### src/rtl/pc_seq_unit.sv
// Program-counter unit: PC register, next-PC selection, exception redirect and misalignment halt.
// Optional build macro PC_EPC_EN adds the epc register and the eret (npc_sel=4) return path.
module pc_seq_unit #(
  parameter int                ADDR_W       = 32,
  parameter logic [ADDR_W-1:0] RESET_VECTOR = ADDR_W'(32'h0000_3000),
  parameter logic [ADDR_W-1:0] EXC_VECTOR   = ADDR_W'(32'h0000_4180)
) (
  input  logic              clk,
  input  logic              rst,
  input  logic              pc_wr,
  input  logic [2:0]        npc_sel,
  input  logic [15:0]       br_offset,
  input  logic [25:0]       jump_index,
  input  logic [ADDR_W-1:0] jr_target,
  input  logic              exc_req,
  output logic [ADDR_W-1:0] pc,
  output logic [ADDR_W-1:0] pc_plus4,
  output logic              pc_valid,
  output logic              misalign,
  output logic [ADDR_W-1:0] epc,
  output logic [1:0]        state_dbg
);

  typedef enum logic [1:0] {
    ST_RST  = 2'd0,
    ST_BOOT = 2'd1,
    ST_RUN  = 2'd2,
    ST_HALT = 2'd3
  } state_t;

  state_t            state;
  logic [ADDR_W-1:0] br_ext;
  logic [ADDR_W-1:0] jump_tgt;
  logic [ADDR_W-1:0] tgt;
  logic              tgt_ok;

  assign state_dbg = state;
  assign pc_plus4  = pc + ADDR_W'(4);
  // Sign-extended word offset; upper bits beyond ADDR_W drop out mod 2^ADDR_W.
  assign br_ext    = ADDR_W'({{14{br_offset[15]}}, br_offset, 2'b00});

  generate
    if (ADDR_W > 28) begin : g_jump_hi
      assign jump_tgt = {pc_plus4[ADDR_W-1:28], jump_index, 2'b00};
    end else begin : g_jump_lo
      assign jump_tgt = {jump_index, 2'b00};
    end
  endgenerate

`ifdef PC_EPC_EN
  logic [ADDR_W-1:0] epc_q;
  assign epc = epc_q;
`else
  assign epc = '0;
`endif

  // tgt_ok is low for reserved selects, which leave the PC untouched without error.
  always_comb begin
    tgt    = '0;
    tgt_ok = 1'b0;
    case (npc_sel)
      3'd0: begin tgt = pc_plus4;          tgt_ok = 1'b1; end
      3'd1: begin tgt = pc_plus4 + br_ext; tgt_ok = 1'b1; end
      3'd2: begin tgt = jump_tgt;          tgt_ok = 1'b1; end
      3'd3: begin tgt = jr_target;         tgt_ok = 1'b1; end
`ifdef PC_EPC_EN
      3'd4: begin tgt = epc_q;             tgt_ok = 1'b1; end
`endif
      default: ;
    endcase
  end

  always_ff @(posedge clk) begin
    if (rst) begin
      state    <= ST_RST;
      pc       <= '0;
      pc_valid <= 1'b0;
      misalign <= 1'b0;
`ifdef PC_EPC_EN
      epc_q    <= '0;
`endif
    end else begin
      case (state)
        // The boot vector is loaded on leaving RST so it is already visible throughout BOOT.
        ST_RST: begin
          pc       <= RESET_VECTOR;
          pc_valid <= 1'b1;
          state    <= ST_BOOT;
        end
        ST_BOOT: state <= ST_RUN;
        ST_RUN: begin
          if (exc_req) begin
            pc <= EXC_VECTOR;
`ifdef PC_EPC_EN
            epc_q <= pc;
`endif
          end else if (pc_wr && tgt_ok) begin
            if (tgt[1:0] != 2'b00) begin
              misalign <= 1'b1;
              pc_valid <= 1'b0;
              state    <= ST_HALT;
            end else begin
              pc <= tgt;
            end
          end
        end
        ST_HALT: ;
        default: state <= ST_RST;
      endcase
    end
  end

endmodule

### config.mk
export PLATFORM = sky130hd
export DESIGN_NAME = pc_seq_unit
export DESIGN_NICKNAME = d
export VERILOG_FILES = /design/src/rtl/pc_seq_unit.sv
export SDC_FILE = /design/constraint.sdc
export NUM_CORES = 1
export LEC_CHECK = 0
export ABC_AREA = 1
export CORE_UTILIZATION = 52
export CTS_BUF_LIST = sky130_fd_sc_hd__clkbuf_8
export DETAILED_ROUTE_END_ITERATION = 6
export GPL_TIMING_DRIVEN = 0
export PLACE_DENSITY_LB_ADDON = 0.15
export SLEW_MARGIN = 25
export SYNTH_ARGS = -nofsm -noshare
export SYNTH_HDL_FRONTEND = slang
export SYNTH_SLANG_ARGS = --single-unit
### constraint.sdc
create_clock -name clk -period 6.3 [get_ports clk]
set_input_delay 0.945 -clock clk [delete_from_list [all_inputs] [get_ports clk]]
set_output_delay 0.945 -clock clk [all_outputs]
set_load 0.01 [all_outputs]
# Yosys cells after proc, flatten, opt, wreduce, memory -nomap -nowiden
# Cells that the tools add are included.
# word_totals
register_bits	36
word_cells	42
# op_classes
add_sub_neg	2
n_eq_ne	10
mux	14
n_bitwise	1
reduce_logical	11
# ops
operator	count
case mux 32 bit (4 select lines)	1
two-way mux 32 bit	3
case mux 32 bit (2 select lines)	1
adder 32 x 3 -> 32 bit (second input constant)	1
adder 32 bit	1
AND reduction 4 bit	3
equality test 3 x 2 -> 1 bit (second input constant)	2
two-way mux 2 bit	3
inequality test 2 bit (second input constant)	3
inequality test 3 bit (second input constant)	2
case mux 2 bit (3 select lines)	1
two-way mux 1 bit	4
nonzero test 2 bit	2
OR reduction 4 bit	1
equality test 3 x 1 -> 1 bit (second input constant)	1
logical NOT 3 bit	1
AND reduction 3 bit	1
nonzero test 3 bit	1
equality test 2 x 1 -> 1 bit (second input constant)	1
equality test 2 bit (second input constant)	1
logical NOT 2 bit	1
case mux 1 bit (2 select lines)	1
logical AND 1 bit	1
NOT 1 bit	1

# Logic depth before layout (Yosys ltp)
# depth
word_depth	8
depth_mapped	27
depth_no_buf	27

# Worst setup path after synthesis
# OpenSTA, ideal clock, no wires.
# synth_timing
path_kind	reg-to-reg
start	register pc[2]
end	register pc[23]
setup_ns	0.132
arrival_ns	2.767
t_required_ns	6.168
path_slack_ns	3.401
stages_incl_launch_ff	23
path_buffers	0
cell_sequence	dfxtp_1 > ha_1 > nand2_1 > inv_1 > nand3_1 > nor2_2 > nand2_1 > nor2_2 > nand2_1 > and2_1 > ha_1 > nand2_1 > nor2_1 > and2_1 > nand2_1 > nand2_1 > nand2_1 > nand2_1 > nand2_1 > nand3_1 > nand2_1 > nand2_1 > a21oi_1
# synth_between
elab_chain_len	7
# synth_lines
element	line_no	source
start, declared	16	output logic [ADDR_W-1:0] pc,
start signal, assigned	103	pc <= tgt;
adder 32 x 3 -> 32 bit	38	assign pc_plus4 = pc + ADDR_W'(4);
via pc_plus4[14]	17	output logic [ADDR_W-1:0] pc_plus4,
adder 32 bit	63	3'd1: begin tgt = pc_plus4 + br_ext; tgt_ok = 1'b1; end
case mux 32 bit (4 select lines)	61	case (npc_sel)
two-way mux 32 bit	98	if (tgt[1:0] != 2'b00) begin
two-way mux 32 bit	97	end else if (pc_wr && tgt_ok) begin
two-way mux 32 bit	92	if (exc_req) begin
case mux 32 bit (2 select lines)	83	case (state)
# The timed path passes the listed nets, and every way through them passes these cells. The select of a mux whose other input is x is not followed.
# A chain may end at the register's enable or synchronous reset.

# Worst setup path after layout
# layout_timing
start	register pc[2]
end	output pc_plus4[14]
# layout_between
elab_chain_len	1
# layout_lines
element	line_no
adder 32 x 3 -> 32 bit	38
end, declared	17
# No other way between the ends.

==> qor.csv <==
metric,value,unit
RD Place Congestion,0.998,
Post-DRT Antenna Nets,0,
main combinational cell family by area after synthesis,simple AND/OR/NAND/NOR gates,
HPWL after DPL,16200,um
Max Cap Violations,0,
Crit Path Category,flop to output port,
Worst setup SP type,flop,
fillers,901,
fin crit period,3.74,ns
post-synthesis compound-gate area fraction,15.4,%
multiplexer share of the synthesized area,0,%
skew final,0.00781,ns
routed len/inst,15.0,um
"Seq/Total Area, Yosys",13.6,%
CP max stage cell,clkdlybuf4s50_1,
CTS sink cnt,36,
"CTS clk-pin slew, worst paths",0.08,ns
Post-Synth XOR/XNOR Area,2.45,%
drt initial violations,539,
placed cell areas,0.00708,mm2
crit-path cells,"ha_1, nand2_1, inv_1, nand3_1, nor2_2, nand2_1, o21ai_0, and2_1, clkdlybuf4s50_1",
Leak,3.48,nW
initial antenna violation count,0,
initial cell density of the core,54.1,%
layout cell share with drive strength beyond 1,6.01,%
RSZ-0062 raised after global routing,false,
outcome,"complete, no violations",
Most common cell on crit path,nand2_1,
vias in the first global route,6058,
Worst EP required,5.35,ns
die width,103,um
"FF+latch count, synth",36,
Post-synth ARST share,0,%
Worst EP arrival,2.79,ns
most frequent cells in the layout,"nand2_1 (336), clkdlybuf4s50_1 (148), inv_1 (142)",
DR pass1 iterations,6,
yosys warns,0,
Fin. Hold Viols,0,
Tcrit/Tclk final,59.3,%
Slew HR,52.1,%
CP Max Fanout,6,
first-pass GRT wire length,29300,um
Syn Inst Count,962,
Synth Area in Adders,9.32,%
clk buf depth,2,
IO Port Bufs,148,
Post-CTS Setup Inserts,0,
VDD IR max,0.000235,V
Root Buffer,clkbuf_8,
Synth Cell Area,0.00532,mm2
"commonest non-fill, non-tap cell in the layout",nand2_1,
all-layer global routing usage,36.3,%
Synth Area in Simple Gates,42.4,%
Site Rows,36,
die area,0.0106,mm2
synthesized area per cell,5.53,um2
die extent in y,103,um
post-cts resize count,0,
Worst-Margin Slew,0.716,ns
number of CTS-inserted buffers,5,
Ports,181,
H-tree depth,2,
fin. max-slew vios,0,
Setup TNS Final,0,ns
CTS tree,yes,
n_diodes,0,
via/cell ratio,5.29,
largest net degree at the start of global routing,19,
Pwr Density,164,mW/mm2
crit end category,output port,
Area growth syn-to-layout,35.3,%
core footprint,0.00982,mm2
post-route cell area,0.00719,mm2
"Hold-fix buffers, CTS",0,
DRC,0,
"Remaining Overflow, GRT",0,
worst min path class,flop to flop,
f_max,268,MHz
final net count,1268,
Post-synth EDFFs,0,
clk_lat worst skew,0.30,ns
Routed WL,19200,um
Vias,6783,
CP peak stage delay,0.56,ns
library cells used by synthesis,43,
Final setup viols,0,
"Primary FF master, synth",dfxtp_1,
==> worst paths after layout <==
path	slack (ns)	start	cells past startpoint	endpoint
worst max-delay path	2.56	pc[2]	9	pc_plus4[14]
worst max register to register	2.57	pc[2]	18	pc[13]
worst min register to register	0.46	misalign	2	misalign
worst min-delay path	0.46	misalign	2	misalign
==> flip-flops by register name, summed over array words and instances (netlist names) <==
name and count:
misalign 1, pc 32, pc_valid 1, state_dbg 2
==> metal layers <==
| metal | up-vias | global-route usage (%) | wire length [um] |
|---|---|---|---|
| met5 | - | 0 | 0 |
| li1 | 3384 | - | - |
| met1 | 3006 | 47.3 | 8020 |
| met2 | 345 | 61.1 | 8760 |
| met3 | 48 | 5.63 | 1930 |
| met4 | 0 | 12.1 | 495 |
==> Yosys cell counts (2+ instances only) <==
master / instances / area share (%)
inv_2: 4 / 0.28
o21ai_0: 32 / 3.0
nor2_1: 59 / 4.2
o21bai_1: 4 / 0.56
nand2_1: 336 / 24
or2_2: 4 / 0.47
xor2_1: 11 / 1.8
a31oi_1: 2 / 0.24
buf_6: 3 / 0.64
nand3b_1: 6 / 0.85
o21ai_1: 2 / 0.19
dfxtp_1: 36 / 14
clkbuf_1: 10 / 0.71
ha_1: 38 / 8.9
xnor2_1: 2 / 0.33
a22oi_1: 24 / 3.4
a21oi_1: 68 / 6.4
nand4_1: 15 / 1.8
inv_1: 142 / 10
clkinv_1: 2 / 0.14
nand3_1: 77 / 7.3
and2_1: 8 / 0.94
o211ai_1: 3 / 0.42
buf_4: 34 / 4.8
nand3_2: 2 / 0.38
nor2_2: 8 / 0.94
nor3_1: 14 / 1.3
==> cell type report <==
class / count / area, um2 / share of cell area [%]
clock buffers: 5 / 68.8 / 0.957
inverters: 148 / 556 / 7.73
well taps: 133 / 166 / 2.31
multi-input cells: 760 / 3820 / 53.1
flip-flops and latches: 36 / 721 / 10.0
clock inverters: 3 / 42.5 / 0.592
repair buffers: 148 / 1480 / 20.6
plain buffers: 49 / 335 / 4.66
==> cell families after synthesis <==
| kind of cell | count (synthesis) |
|---|---|
| simple gates | 533 |
| fa+ha+maj | 39 |
| flops | 36 |
| other cells | 1 |
| xor+xnor | 14 |
| buf+inv | 197 |
| compound gates | 142 |
==> power breakdown <==
group | internal (mW) | total [mW] | leakage, nW | switching [mW]
clock | 0.117 | 0.211 | 0.0541 | 0.0936
sequential | 0.254 | 0.289 | 0.292 | 0.0346
combinational | 0.275 | 0.681 | 3.13 | 0.406
==> worst max-delay path: cells and delay by family (launching register included) <==
family          cells  cell delay, ns
compound gates      1            0.31
fa+ha+maj           1            0.23
buf+inv             2            0.68
flops               1            0.44
simple gates        5            0.85
==> metrics by stage <==
stage / power, mW / utilization [%] / std cells / hold slack (ns) / setup slack, ns
after global routing: 1.26 / 73.2 / 1282 / 0.495 / 2.21
final: 1.18 / 73.2 / 1282 / 0.460 / 2.56
after floorplan: 0.688 / - / 993 / 0.474 / 3.40
after global placement: 0.944 / 72.1 / 1274 / 0.443 / 2.67
after CTS: 1.17 / 73.2 / 1282 / 0.464 / 2.62
after detailed placement: 0.955 / 72.1 / 1274 / 0.449 / 2.63
Power figures use the tool's default switching activity.
